File: config.mk
export PLATFORM = sky130hd
export DESIGN_NAME = t06_tick_period_meter
export DESIGN_NICKNAME = d
export VERILOG_FILES = /design/src/rtl/t06_pkg.sv /design/src/rtl/t06_edge_detect.sv /design/src/rtl/t06_tick_period_meter.sv
export SDC_FILE = /design/constraint.sdc
export NUM_CORES = 1
export LEC_CHECK = 0
export ABC_AREA = 1
export BUFFER_PORTS_ARGS = -buffer_cell sky130_fd_sc_hd__clkbuf_2
export CAP_MARGIN = 25
export CORE_MARGIN = 5
export CORE_UTILIZATION = 30
export CTS_CLUSTER_SIZE = 28
export DETAILED_ROUTE_END_ITERATION = 8
export MAX_ROUTING_LAYER = met4
export PLACE_DENSITY = 0.46
export SLEW_MARGIN = 20
export SYNTH_ARGS = -nofsm -noshare
export SYNTH_HDL_FRONTEND = slang
export SYNTH_SLANG_ARGS = --single-unit
File: constraint.sdc
create_clock -name clk -period 2.06 [get_ports clk]
set_input_delay 0.103 -clock clk [delete_from_list [all_inputs] [get_ports clk]]
set_output_delay 0.103 -clock clk [all_outputs]
set_load 0.05 [all_outputs]
File: src/rtl/t06_pkg.sv
// t06_pkg: shared state encoding and default counter width for the tick period meter.
package t06_pkg;
    localparam int T06_PERIOD_W = 16;
    typedef enum logic [1:0] {IDLE, ARM, MEASURE, DONE} state_e;
endpackage

File: src/rtl/t06_edge_detect.sv
// t06_edge_detect: enable-gated registered rising-edge detector; a held-high input yields one rise.
module t06_edge_detect
    import t06_pkg::*;
(
    input  logic clk,
    input  logic nrst,
    input  logic enable,
    input  logic d,
    output logic rise
);
    logic tick_q, tick_d;
    always_comb tick_d = enable ? d : tick_q;
    always_ff @(posedge clk or negedge nrst) begin
        if (!nrst) tick_q <= 1'b0;
        else       tick_q <= tick_d;
    end
    assign rise = d & ~tick_q;
endmodule

File: src/rtl/t06_tick_period_meter.sv
// t06_tick_period_meter: measures enabled-cycle spacing between tick rising edges,
// reporting through a valid/ack interface with saturation timeout.
module t06_tick_period_meter
    import t06_pkg::*;
#(
    parameter int W = T06_PERIOD_W
) (
    input  logic         clk,
    input  logic         nrst,
    input  logic         enable,
    input  logic         tick_i,
    input  logic         start_i,
    input  logic         cont_i,
    input  logic         ack_i,
    output logic [W-1:0] period_o,
    output logic         valid_o,
    output logic         timeout_o,
    output logic         busy_o
);
    state_e         state_q, state_d;
    logic [W-1:0]   cnt_q, cnt_d, period_q, period_d;
    logic           valid_q, valid_d, timeout_q, timeout_d;
    logic           rise;

    t06_edge_detect u_edge (
        .clk    (clk),
        .nrst   (nrst),
        .enable (enable),
        .d      (tick_i),
        .rise   (rise)
    );

    always_comb begin
        state_d   = state_q;
        cnt_d     = cnt_q;
        period_d  = period_q;
        valid_d   = valid_q;
        timeout_d = timeout_q;
        if (enable) begin
            case (state_q)
                IDLE: state_d = start_i ? ARM : IDLE;
                ARM: begin
                    if (rise) begin
                        cnt_d   = W'(1);
                        state_d = MEASURE;
                    end
                end
                MEASURE: begin
                    // saturated cnt is all-ones, so cnt_q is the report either way; rise beats timeout
                    if (rise || &cnt_q) begin
                        period_d  = cnt_q;
                        timeout_d = ~rise;
                        valid_d   = 1'b1;
                        state_d   = DONE;
                    end else begin
                        cnt_d = cnt_q + W'(1);
                    end
                end
                DONE: begin
                    if (ack_i) begin
                        valid_d = 1'b0;
                        state_d = cont_i ? ARM : IDLE;
                    end
                end
                default: state_d = IDLE;
            endcase
        end
    end

    always_ff @(posedge clk or negedge nrst) begin
        if (!nrst) begin
            state_q   <= IDLE;
            cnt_q     <= '0;
            period_q  <= '0;
            valid_q   <= 1'b0;
            timeout_q <= 1'b0;
        end else begin
            state_q   <= state_d;
            cnt_q     <= cnt_d;
            period_q  <= period_d;
            valid_q   <= valid_d;
            timeout_q <= timeout_d;
        end
    end

    assign period_o  = period_q;
    assign valid_o   = valid_q;
    assign timeout_o = timeout_q;
    assign busy_o    = state_q != IDLE;
endmodule

# After elaboration in Yosys (flattened, before gate mapping)
# Cells that the tools add are included.
# totals
reg_bits	37
latch_bits	0
ramBits	0
rom_bits	0
inputBits	7
out_inout_bits	19
wordCells	39
memories	0
# op_classes
n_addsub	1
n_mul	0
n_div	0
magnitude_cmp	0
n_eq_ne	7
shifts	0
n_mux	12
bitwise_logic	3
n_reduce_logical	10
# ops
op	count
16-bit 2-to-1 mux	2
16-bit case mux with 2 select lines	1
16-bit by 1-bit adder with 16-bit output (second input constant)	1
16-bit AND reduction	1
4-bit AND reduction	3
2-bit != test (second input constant)	4
2-bit case mux with 4 select lines	1
2-bit 2-to-1 mux	3
2-bit nonzero test	3
2-bit equality test (second input constant)	2
1-bit 2-to-1 mux	4
3-bit AND reduction	1
2-bit by 1-bit equality test with 1-bit output (second input constant)	1
2-bit logical NOT	1
1-bit inverter	2
1-bit case mux with 2 select lines	1
1-bit AND	1
1-bit logical OR	1

# Logic depth before layout (Yosys ltp)
# Gate-level depths: netlist of run 1.
# depth
ltp_word	5
depth_mapped	11
depth_no_buf	11

# Hierarchy
# From an unflattened synthesis of run 1, not the netlist that was laid out.
# unflattened
cells_unflattened	267
area_unflattened_um2	2074.5
# by_module_without_submodules
mod	n_inst	cells_each	area_each_um2	seq_area_each_um2
t06_tick_period_meter	1	260	2024.4	900.9
t06_edge_detect	1	7	50.0	25.0

# Worst setup path after synthesis of run 1
# No wires, ideal clock.
# synth_timing
path_kind	reg2reg
start	register state_q[0]
end	register cnt_q[12]
setup_ns	0.065
arrival_time_ns	1.659
required_ns	1.995
slack_ns	0.336
stages_incl_launch_ff	10
path_buffers	1
synth_period_minus_slack_ns	1.724
cell_sequence	dfrtp_1 inv_1 ha_1 clkbuf_2 o21ai_1 nor2_2 inv_1 a21oi_2 nand2_1 nand2_1
# synth_via
elab_chain_len	3
elab_cells_between_ends	7
cone_classes	eq/ne (4); mux (1); reduce/logical (2)
# synth_rtl
item	line_no	rtl
start: declaration	t06_tick_period_meter.sv:20	state_e state_q, state_d;
start signal: assignment	t06_tick_period_meter.sv:78	state_q <= state_d;
2-bit equality test / 2-bit by 1-bit equality test with 1-bit output (equally long branches)	t06_tick_period_meter.sv:40	case (state_q)
2-bit != test (no source line) / 2-bit nonzero test (equally long branches)	-	
4-bit AND reduction (no source line)	-	
end signal: assignment	t06_tick_period_meter.sv:79	cnt_q <= cnt_d;
end: declaration	t06_tick_period_meter.sv:21	logic [W-1:0] cnt_q, cnt_d, period_q, period_d;
# Parallel ways exist; a longest one is shown, timed or not.
# A chain may end at the register's enable or synchronous reset.

# Worst setup path in the final report of run 1
# layout_timing
start	register cnt_q[1]
end	register period_q[3] (netlist: period_o[3])
# layout_via
elab_chain_len	3
# layout_rtl
item	line_no	rtl
16-bit AND reduction	t06_tick_period_meter.sv:50	if (rise || &cnt_q) begin
1-bit logical OR	t06_tick_period_meter.sv:50	
3-bit AND reduction (no source line)	-	
end signal: assignment	t06_tick_period_meter.sv:80	period_q <= period_d;
end: declaration	t06_tick_period_meter.sv:21	
# Every way passes these cells.

==> PnR_summary.wiki, run 1 <==
{| class="wikitable"
! Metric !! Value
|-
| I/O pins || 26
|-
| Global routing usage summed across all routing layers || 0.1293
|-
| Post-Synth XOR/XNOR Area || 0.004263
|-
| CP Max Fanout || 34
|-
| Drt initial violations || 71
|-
| Crit path time final || between 1500 and 2000 ps
|-
| Syn-to-layout area delta || 16.50%
|-
| Number of hold violations in the final report || 0
|-
| H-tree depth || 2
|-
| Worst EP required || 2230 ps
|-
| Number of maximum-capacitance constraint violations || 0
|-
| Setup repair after global routing missed its margin || false
|-
| Max Fclk || about 560 MHz
|-
| Post-Synthesis Mean Instance Area || roughly 7.2 um2
|-
| Switch share || 0.4162
|-
| Share of cells above drive strength 1 || 0.1531
|-
| Largest vdd supply drop || approximately 0.62 mV
|-
| Fin nets || about 330
|-
| Power share of the clock group || 0.230
|-
| Maximum number of pins on one net before global-route repair || 35
|-
| Starting Density || 0.3058
|-
| Static leakage || 1.170 nW
|-
| Relative slew margins || 0.6391
|-
| Flip-flop and latch count after synthesis || 37
|-
| Nature of the critical path startpoint || flip-flop
|-
| Least-Margin Pin Slew || about 540 ps
|-
| Avg WL per Cell || between 10 and 15 um
|-
| Via count of the first global-routing pass || ~1,700
|-
| Total clock sinks || 37
|-
| Fraction of synthesized area in multiplexers || 0
|-
| Resized cells post-CTS || 0
|-
| Detailed Routing Iterations Pass 1 || 4
|-
| Overall overflow remaining after global route || 0
|-
| Gate count after technology mapping || around 290
|-
| Count of fill cells added during filler insertion || ~700
|-
| P per Cell Area || between 900 and 1000 nW/um2
|-
| Initial antenna violation count || 0
|-
| Total Routed Length || just under 5 mm
|-
| Adder-Cell Fraction of Synth Area || 0.03654
|-
| Int Power || about 0.0013 W
|-
| Layout Skew || 3.784 ps
|-
| Final setup fails || 0
|-
| Net load switching power || around 0.00090 W
|-
| Antenna Nets Post-Route || 0
|-
| Dominant combinational cell family by area after synthesis || simple AND/OR/NAND/NOR gates
|-
| Half-perimeter wire length after detailed placement || roughly 3.7 mm
|-
| Count of warnings emitted by yosys || 0
|-
| Commonest non-fill, non-tap cells in the layout || 112 x nand2_1, 37 x dfrtp_1, 32 x nor2_1
|-
| Number of buffers on the longest clock path || 2
|-
| FP Rows || 30
|-
| Combinational fraction of design power || 0.377
|-
| Unique cell type count in the Yosys netlist || 27
|-
| Later-pin clock latency in the skew report || 290 ps
|-
| Detailed-route via count || ~1,800
|-
| Drc violations || 0
|-
| Most common cell after layout, fill and taps aside || nand2_1
|-
| Port Buffers || 25
|-
| Critical path type || reg2reg
|-
| Synth Area in Simple Gates || 0.3453
|-
| Synth Area in Compound Gates || 0.08770
|-
| Worst hold-check path type || in2reg
|-
| Count of inserted antenna diode cells || 0
|-
| Clock-pin transition on the worst setup and hold timing paths || 80 ps
|-
| Area of the mapped netlist || between 2000 and 2500 um2
|-
| Data arrival time of the worst path || 1960 ps
|-
| Worst hold slack across all endpoints || ~34 ps
|-
| Sequential-to-total area share from yosys stat || 0.4507
|-
| Outcome || complete, no violations
|-
| Placeable Area || ~6700 um2
|-
| Post-CTS Hold Fix Bufs || 1
|-
| Type of destination of the critical path || flip-flop
|-
| Final sum of negative setup slack || 0 ps
|-
| Launch point of the worst path || cnt_q[1]$_DFFE_PN0P_
|-
| Launch point of the worst hold path || tick_i
|-
| Cts bufs inserted || 5
|-
| Sequential power share || 0.393
|-
| Post-CTS setup-driven buffer insertion count || 0
|-
| CTS root buf || clkbuf_8
|-
| Width of the die || roughly 93 um
|-
| Area of the multi-input gates || between 900 and 1000 um2
|-
| Seq. cell area || slightly above 900 um2
|-
| First-pass GRT wire length || 8.507 mm
|-
| Net count after synthesis || between 200 and 300
|-
| Area of the die || about 8600 um2
|-
| TritonCTS clock tree || built
|-
| Placer's final routability congestion estimate || 0.8369
|-
| Part of the cycle the worst path needs || 0.8690
|-
| Detail-routed via count per cell || ~4.4
|-
| Total count of max-transition violations in the final report || 0
|-
| Die Height || between 90 and 100 um
|-
| Beginning of the worst register-to-register path || cnt_q[1]$_DFFE_PN0P_
|}
cell type report:
cell class              instances  share of cell area
multi-input cells             210              0.4067
flip-flops and latches         37              0.3868
repair buffers                 34             0.08155
inverters                      31             0.04861
well taps                      80             0.04182
clock buffers                   6             0.03032
clock inverters                 2            0.004182
metrics by stage:
stage	instances	cell area, um2	total power [W]	setup WS, ps	util
global route	400	2394	0.002335	69.37	0.3562
finish	400	2394	0.002172	269.8	0.3562
CTS	400	2394	0.002211	242.8	0.3562
global placement	391	2301	0.001696	330.9	0.3425
floorplan	285	2054	0.001445	335.7	-
detailed placement	391	2301	0.001694	264.2	0.3425
cells by family after synthesis:
group / count (synthesis)
AO/OA/AOI/OAI: 32
XOR/XNOR: 1
adder cells (fa/ha/maj): 6
buffers and inverters: 38
flip-flops: 37
AND/OR/NAND/NOR: 171
power groups by stage:
stage	clock, W	sequential (W)	combinational, W
after floorplan	0	0.00100	0.000441
after global placement	0	0.000870	0.000826
after detailed placement	0	0.000870	0.000823
after CTS	0.000524	0.000855	0.000833
after global routing	0.000552	0.000864	0.000918
final	0.000500	0.000854	0.000819
flip-flops by register name, indices dropped and copies added (netlist names):
signal	cells
cnt_q	16
valid_o	1
u_edge.tick_q	1
timeout_o	1
state_q	2
period_o	16
worst max-delay path: stages (launching register included):
cell,delay (ps)
dfrtp_1,360
ha_1,210
nand2_1,120
nor2_4,150
nand2_2,110
o21ai_4,240
nand3_2,80
buf_4,240
nand2_1,100
o21ai_1,60
path summary, 6_finish.rpt:
check / endpoint / slack (ps) / cells after the start
max: period_o[3]$_DFFE_PN0P_ / 270 / 9
min: u_edge.tick_q$_DFFE_PN0P_ / 30 / 3
max reg2reg: period_o[3]$_DFFE_PN0P_ / 270 / 9
min reg2reg: period_o[15]$_DFFE_PN0P_ / 490 / 2
max in group asynchronous: period_o[1]$_DFFE_PN0P_ / 1170 / 3
min in group asynchronous: period_o[13]$_DFFE_PN0P_ / 250 / 2
cell usage after synthesis:
master,number,area share
nand2_1,112,0.20
dfrtp_1,37,0.45
nor2_1,32,0.058
inv_1,30,0.055
o21ai_1,18,0.044
nand3_1,15,0.037
o21ai_0,7,0.017
ha_1,6,0.037
a21oi_1,3,0.0073
buf_2,3,0.0073
nand4_1,3,0.0091
buf_4,2,0.0073
nand2_4,2,0.011
nor2_2,2,0.0061
a21boi_0,1,0.0037
a21oi_2,1,0.0043
clkbuf_1,1,0.0018
clkbuf_2,1,0.0024
clkinv_1,1,0.0018
nand2_2,1,0.0030
nand3_2,1,0.0049
nand3b_1,1,0.0037
nor2_4,1,0.0055
nor3_1,1,0.0024
o21a_1,1,0.0037
o21ai_4,1,0.0079
xor2_1,1,0.0043
layer usage:
| layer | up-vias | global-route usage | wire (um) |
|---|---|---|---|
| li1 | 950 | - | - |
| met1 | 790 | 0.1745 | 2586 |
| met2 | 34 | 0.1921 | 2066 |
| met3 | 5 | 0.03087 | 246 |
| met4 | 0 | 0.04029 | 61 |
| met5 | - | - | 0 |
Power figures use the tool's default switching activity.
==> run 2: changes to the inputs <==
- clock period: 2.06 -> 1.9 ns (I/O delays scaled with it)
==> run 2 against run 1 <==
Effect of this change: maximum frequency increased by 2.2%; sequential power increased by 8.1%; core utilization increased by 1.2 points; clock power increased by 44%; count of clock-buffer cells in the layout unchanged; cell count increased by 1.3%; die area unchanged; non-clock buffer count increased by 5; worst hold slack got worse by 7.6 ps; worst setup slack got worse by 120 ps; register-to-register slack got worse by 120 ps.
==> PnR_summary.wiki, run 2 (same netlist as run 1, synthesis figures left out) <==
{| class="wikitable"
! Metric !! Value
|-
| Via count of the first global-routing pass || 1,823 (+6.7%)
|-
| Most common cell after layout, fill and taps aside || nand2_1
|-
| Syn-to-layout area delta || 20.52%
|-
| Static leakage || 1.211 nW (+3.6%)
|-
| Total Routed Length || 5.034 mm (+1.5%)
|-
| Port Buffers || 25 (unchanged)
|-
| Starting Density || 0.3058 (unchanged)
|-
| Detail-routed via count per cell || 4.442 (-0.12%)
|-
| Post-CTS setup-driven buffer insertion count || 0 (unchanged)
|-
| Placeable Area || 6719 um2 (unchanged)
|-
| Die Height || 92.76 um (unchanged)
|-
| Maximum number of pins on one net before global-route repair || 38 (+8.6%)
|-
| Half-perimeter wire length after detailed placement || 3.671 mm (about the same)
|-
| Clock-pin transition on the worst setup and hold timing paths || 80 ps (about the same)
|-
| Number of buffers on the longest clock path || 2 (unchanged)
|-
| Antenna Nets Post-Route || 0 (unchanged)
|-
| Seq. cell area || 925.9 um2 (unchanged)
|-
| Int Power || 0.001552 W (+22%)
|-
| Layout Skew || 4.656 ps (+0.8721 ps)
|-
| Area of the multi-input gates || 980.9 um2 (+0.77%)
|-
| Beginning of the worst register-to-register path || cnt_q[1]$_DFFE_PN0P_
|-
| Final sum of negative setup slack || 0 ps (unchanged)
|-
| Sequential power share || 0.362 (-0.031)
|-
| Depth of the worst hold-timing path || 3 (unchanged)
|-
| Switch share || 0.3912 (-0.02505)
|-
| Worst EP required || 2070 ps (-160 ps)
|-
| Drc violations || 0 (unchanged)
|-
| Worst hold-check path type || in2reg
|-
| P per Cell Area || 1030 nW/um2 (+13%)
|-
| Outcome || complete, no violations
|-
| Commonest non-fill, non-tap cells in the layout || 112 x nand2_1, 37 x dfrtp_1, 32 x nor2_1
|-
| Net load switching power || 0.0009976 W (+10%)
|-
| Number of maximum-capacitance constraint violations || 0 (unchanged)
|-
| Data arrival time of the worst path || 1920 ps (-40 ps)
|-
| I/O pins || 26 (unchanged)
|-
| Avg WL per Cell || 12.43 um (+0.24%)
|-
| Least-Margin Pin Slew || 594.9 ps (+58.29 ps)
|-
| First-pass GRT wire length || 8.756 mm (+2.9%)
|-
| Initial antenna violation count || 0 (unchanged)
|-
| Overall overflow remaining after global route || 0 (unchanged)
|-
| Critical path type || reg2reg
|-
| Largest vdd supply drop || 0.5081 mV (-18%)
|-
| Detailed-route via count || 1,799 (+1.1%)
|-
| Power share of the clock group || 0.283 (+0.053)
|-
| Total clock sinks || 37 (unchanged)
|-
| Finished Layout Cells || 405 (+1.3%)
|-
| H-tree depth || 2 (unchanged)
|-
| Cts bufs inserted || 5 (unchanged)
|-
| Max Fclk || 570.9 MHz (+2.2%)
|-
| Count of inserted antenna diode cells || 0 (unchanged)
|-
| Part of the cycle the worst path needs || 0.9218 (+0.05282)
|-
| Launch point of the worst hold path || tick_i
|-
| TritonCTS clock tree || built
|-
| Endpoint, Worst Hold || u_edge.tick_q$_DFFE_PN0P_
|-
| Reg-to-reg critical path endpoint || period_o[4]$_DFFE_PN0P_
|-
| Nature of the critical path startpoint || flip-flop
|-
| Combinational fraction of design power || 0.355 (-0.022)
|-
| Reg-to-reg setup timing slack || 150 ps (-120 ps)
|-
| Placer's final routability congestion estimate || 0.8364 (about the same)
|-
| Number of hold violations in the final report || 0 (unchanged)
|-
| Type of destination of the critical path || flip-flop
|-
| Global routing usage summed across all routing layers || 0.1315 (+0.002260)
|-
| Detailed Routing Iterations Pass 1 || 4 (unchanged)
|-
| Area of the die || 8603 um2 (unchanged)
|-
| CTS root buf || clkbuf_8
|-
| Share of cells above drive strength 1 || 0.1692 (+0.01611)
|-
| Later-pin clock latency in the skew report || 290 ps (about the same)
|-
| Relative slew margins || 0.5999 (-0.03921)
|-
| Crit path time final || 1751 ps (-38.68 ps)
|-
| Total count of max-transition violations in the final report || 0 (unchanged)
|-
| Count of fill cells added during filler insertion || 724 (+0.42%)
|-
| Final setup fails || 0 (unchanged)
|-
| Drt initial violations || 73 (+2.8%)
|-
| Width of the die || 92.76 um (unchanged)
|-
| FP Rows || 30 (unchanged)
|-
| CP Max Fanout || 34 (unchanged)
|-
| Total placed cells including tap cells || 396 (+1.3%)
|-
| Fin nets || 337 (+1.5%)
|-
| Setup repair after global routing missed its margin || false
|-
| Number of cell instances on the worst register-to-register path || 9 (unchanged)
|}
-- run 2: cell count changes in the layout (fill, tap and decap cells not counted), sizes merged --
cell,delta
buf,+5
clkinvlp,+1
bufinv,+1
clkinv,-2
-- run 2: power groups by stage --
stage | sequential [W] | clock [W] | combinational, W
3_3_place_gp | 0.000941 | 0 | 0.000901
3_5_place_dp | 0.000940 | 0 | 0.000904
6_report | 0.000923 | 0.000721 | 0.000906
4_1_cts | 0.000925 | 0.000753 | 0.000909
2_1_floorplan | 0.00109 | 0 | 0.000479
5_1_grt | 0.000934 | 0.000786 | 0.00101
-- run 2: worst max path at each step --
| stage | from | end | slack (ps) | cells past startpoint |
|---|---|---|---|---|
| 2_1_floorplan | state_q[0]$_DFFE_PN0P_ | cnt_q[12]$_DFFE_PN0P_ | 180 | 9 |
| 3_3_place_gp | state_q[1]$_DFFE_PN0P_ | cnt_q[11]$_DFFE_PN0P_ | 190 | 9 |
| 3_5_place_dp | cnt_q[1]$_DFFE_PN0P_ | period_o[15]$_DFFE_PN0P_ | 150 | 9 |
| 4_1_cts | cnt_q[1]$_DFFE_PN0P_ | period_o[15]$_DFFE_PN0P_ | 130 | 9 |
| 5_1_grt | cnt_q[1]$_DFFE_PN0P_ | period_o[4]$_DFFE_PN0P_ | 2 | 9 |
| 6_report | cnt_q[1]$_DFFE_PN0P_ | period_o[4]$_DFFE_PN0P_ | 150 | 9 |
-- run 2: layer usage --
metal	up-vias	part of all wire	track usage
met1	803	0.51	0.1754
met3	2	0.051	0.03168
met5	-	0	-
met2	33	0.43	0.1982
met4	0	0.0072	0.04029
li1	961	-	-
-- run 2: timing repair --
item	4_1_cts	5_1_grt
setup endpoints to repair	0	6
resized for setup	0	1
hold endpoints to repair	37	0
hold buffers	1	0
-- run 2: area by class of cell --
type / count / area share
Sequential cell: 37 / 0.3739
Clock buffer: 6 / 0.03335
Tap cell: 80 / 0.04042
Timing Repair Buffer: 39 / 0.09399
Multi-Input combinational cell: 210 / 0.3962
Inverter: 31 / 0.04699
Clock inverter: 2 / 0.01516
-- run 2: stage by stage --
step                      power, W  area, um2  hold slack (ps)  utilization  setup WS [ps]
final                     0.002550       2476            26.37       0.3685          148.5
after global routing      0.002727       2476            56.26       0.3685          2.276
after CTS                 0.002587       2469            20.34       0.3674          130.3
after detailed placement  0.001843       2338            191.7       0.3480          149.6
after global placement    0.001841       2338            188.7       0.3480          189.6
after floorplan           0.001567       2054           -200.6            -          175.7
-- run 2: worst max-delay path, cell delays in order (launching register included) --
cell     delay [ps]
dfrtp_1         360
ha_1            160
nand2_1         100
nor2_4          150
nand2_2         100
o21ai_4         230
nand3_2         110
buf_4           250
nand2_1          90
o21ai_1          60
==> run 3: changes to the inputs <==
- CELL_PAD_IN_SITES_DETAIL_PLACEMENT: default -> 0
- CELL_PAD_IN_SITES_GLOBAL_PLACEMENT: default -> 1
- HOLD_SLACK_MARGIN: default -> 0.12
- PLACE_DENSITY: 0.46 -> 0.59
==> run 3 against run 2 <==
Effect of this change: sequential power is essentially flat; worst setup slack worse by 50 ps; sequential share of layout area unchanged; power is 3.7% lower; worst hold slack better by 130 ps; non-clock buffer count rose by 2; count of clock-buffer cells in the layout increased by 1; clock skew shrank 1.1 ps; maximum frequency shrank 2.8%; die area did not move; combinational power grew 0.7%.
==> PnR_summary.wiki, run 3 (same netlist as run 1, synthesis figures left out) <==
{| class="wikitable"
! Metric !! Value
|-
| Outcome || complete, no violations
|-
| Count of fill cells added during filler insertion || 732 (+1.1%)
|-
| Data arrival time of the worst path || 1980 ps (+60 ps)
|-
| Reg-to-reg setup timing slack || 180 ps (+30 ps)
|-
| Half-perimeter wire length after detailed placement || 3.825 mm (+4.2%)
|-
| Port Buffers || 25 (unchanged)
|-
| Die Height || 92.76 um (unchanged)
|-
| Avg WL per Cell || 13.01 um (+4.6%)
|-
| Antenna Nets Post-Route || 0 (unchanged)
|-
| Static leakage || 1.215 nW (+0.28%)
|-
| Relative slew margins || 0.6633 (+0.06346)
|-
| WP depth || 6 (-3)
|-
| Max Fclk || 555.0 MHz (-2.8%)
|-
| Maximum number of pins on one net before global-route repair || 38 (unchanged)
|-
| Detailed Routing Iterations Pass 1 || 6 (+2)
|-
| Placeable Area || 6719 um2 (unchanged)
|-
| Overall overflow remaining after global route || 0 (unchanged)
|-
| Number of maximum-capacitance constraint violations || 0 (unchanged)
|-
| Setup repair after global routing missed its margin || false
|-
| Highest-delay cell along the critical path || dlygate4sd3_1
|-
| Clock-pin transition on the worst setup and hold timing paths || 80 ps (about the same)
|-
| Final sum of negative setup slack || 0 ps (unchanged)
|-
| Cts bufs inserted || 5 (unchanged)
|-
| Worst hold-check path type || in2reg
|-
| Share of cells above drive strength 1 || 0.1651 (-0.004093)
|-
| Number of cell instances on the worst register-to-register path || 9 (unchanged)
|-
| Number of hold violations in the final report || 0 (unchanged)
|-
| FP Rows || 30 (unchanged)
|-
| Delay of the slowest critical-path stage || 560 ps (+200 ps)
|-
| Total clock sinks || 37 (unchanged)
|-
| Switch share || 0.4061 (+0.01494)
|-
| Fin nets || 339 (+0.59%)
|-
| I/O pins || 26 (unchanged)
|-
| Drt initial violations || 106 (+45%)
|-
| Total placed cells including tap cells || 395 (-0.25%)
|-
| Combinational fraction of design power || 0.371 (+0.016)
|-
| Syn-to-layout area delta || 20.52% (unchanged)
|-
| Cell chain of the critical path || dlygate4sd3_1, clkbuf_2, nand2_1, dlygate4sd3_1, o21ai_0, dlygate4sd3_1
|-
| Part of the cycle the worst path needs || 0.9482 (+0.02640)
|-
| Area of the die || 8603 um2 (unchanged)
|-
| Total Routed Length || 5.294 mm (+5.2%)
|-
| Detailed-route via count || 1,830 (+1.7%)
|-
| Least-Margin Pin Slew || 500.5 ps (-94.34 ps)
|-
| Net load switching power || 0.0009974 W (about the same)
|-
| Layout Skew || 3.545 ps (-1.111 ps)
|-
| Dpl ws || 146.6 ps (-3.057 ps)
|-
| CTS root buf || clkbuf_8
|-
| Width of the die || 92.76 um (unchanged)
|-
| Nature of the critical path startpoint || primary input
|-
| Later-pin clock latency in the skew report || 290 ps (about the same)
|-
| CP Max Fanout || 2 (-94%)
|-
| Post-layout util || 0.3685 (unchanged)
|-
| Total count of max-transition violations in the final report || 0 (unchanged)
|-
| Drc violations || 0 (unchanged)
|-
| Final setup fails || 0 (unchanged)
|-
| Most common cell after layout, fill and taps aside || nand2_1
|-
| Power share of the clock group || 0.253 (-0.030)
|-
| Detail-routed via count per cell || 4.496 (+1.2%)
|-
| Critical path type || in2reg
|-
| P per Cell Area || 991.8 nW/um2 (-3.7%)
|-
| H-tree depth || 2 (unchanged)
|-
| TritonCTS clock tree || built
|-
| Most frequent cell on the critical path || dlygate4sd3_1
|-
| Global routing usage summed across all routing layers || 0.1361 (+0.004565)
|-
| Finished Layout Cells || 407 (+0.49%)
|-
| Sequential power share || 0.375 (+0.013)
|-
| Delay-heaviest family, CP || buffers and inverters
|-
| Crit path time final || 1802 ps (+50.17 ps)
|-
| Depth of the worst hold-timing path || 5 (+2)
|-
| Int Power || 0.001458 W (-6.1%)
|-
| Via count of the first global-routing pass || 1,834 (+0.60%)
|-
| Commonest non-fill, non-tap cells in the layout || 112 x nand2_1, 37 x dfrtp_1, 32 x nor2_1
|-
| Placer's final routability congestion estimate || 0.7818 (-6.5%)
|-
| Count of inserted antenna diode cells || 0 (unchanged)
|-
| Post-route setup slack || 98.35 ps (-50.17 ps)
|-
| Number of buffers on the longest clock path || 2 (unchanged)
|-
| Critical path buffer and inverter count || 4 (+3)
|-
| First-pass GRT wire length || 8.970 mm (+2.4%)
|-
| Initial antenna violation count || 0 (unchanged)
|-
| Type of destination of the critical path || flip-flop
|-
| Largest vdd supply drop || 0.4246 mV (-16%)
|-
| Worst EP required || 2080 ps (about the same)
|-
| Starting Density || 0.3058 (unchanged)
|}
run 3: cell types whose count changed in the layout (fill, tap and decap cells not counted), sizes merged:
cell / before / now
dlygate4sd3: 1 / 4
buf: 13 / 12
bufinv: 1 / 0
clkbuf: 31 / 32
clkinv: 1 / 2
clkinvlp: 1 / 0
run 3: timing repair:
item | CTS | global route
hold buffers | 4 | 0
endpoints found under the hold margin | 38 | 0
resized for setup | 0 | 1
setup endpoints to repair | 0 | 7
buffers inserted | 0 | 0
run 3: routing by layer:
metal / wire [um] / GRT usage / vias up
met5: 0 / - / -
met3: 231 / 0.02843 / 6
met4: 80 / 0.04884 / 0
met1: 2715 / 0.1799 / 811
met2: 2266 / 0.2066 / 44
li1: - / - / 969
run 3: metrics by stage:
step	hold slack, ps	cell area, um2	total power (W)
after floorplan	-200.6	2054	0.001567
after global placement	191.5	2331	0.001859
after detailed placement	194.1	2331	0.001852
after CTS	158.3	2472	0.002494
after global routing	175.0	2476	0.002622
final	154.1	2476	0.002456
run 3: final cells by class:
cell class | count | area (um2) | share of cell area
clock buffer | 7 | 96.34 | 0.03891
clock inverter | 1 | 5.005 | 0.002021
timing repair buffer | 41 | 259.0 | 0.1046
tap | 80 | 100.1 | 0.04042
multi-input combinational | 210 | 973.4 | 0.3931
inverter | 31 | 116.4 | 0.04699
sequential | 37 | 925.9 | 0.3739
run 3: worst reg2reg max path, cell delays in order, from the launching register on:
cell and delay (ps):
dfrtp_1 350, ha_1 160, nand2_1 100, nor2_4 170, nand2_2 110, o21ai_4 240, nand3_2 120, buf_6 210
nand2_1 90, o21ai_1 50
run 3: power by group through the flow:
stage          Sequential [W]  Clock (W)  Combinational (W)
2_1_floorplan         0.00109          0           0.000479
3_3_place_gp         0.000941          0           0.000917
3_5_place_dp         0.000939          0           0.000913
4_1_cts              0.000923   0.000646           0.000925
5_1_grt              0.000935   0.000670            0.00102
6_report             0.000922   0.000622           0.000912
run 3: path summary, 6_finish.rpt:
check / startpoint / to
setup / recovery: tick_i / u_edge.tick_q$_DFFE_PN0P_
max in group asynchronous: nrst / cnt_q[5]$_DFFE_PN0P_
hold reg to reg: period_o[9]$_DFFE_PN0P_ / period_o[9]$_DFFE_PN0P_
setup reg to reg: cnt_q[0]$_DFFE_PN0P_ / period_o[15]$_DFFE_PN0P_
min in group asynchronous: nrst / period_o[2]$_DFFE_PN0P_
hold / removal: start_i / state_q[0]$_DFFE_PN0P_
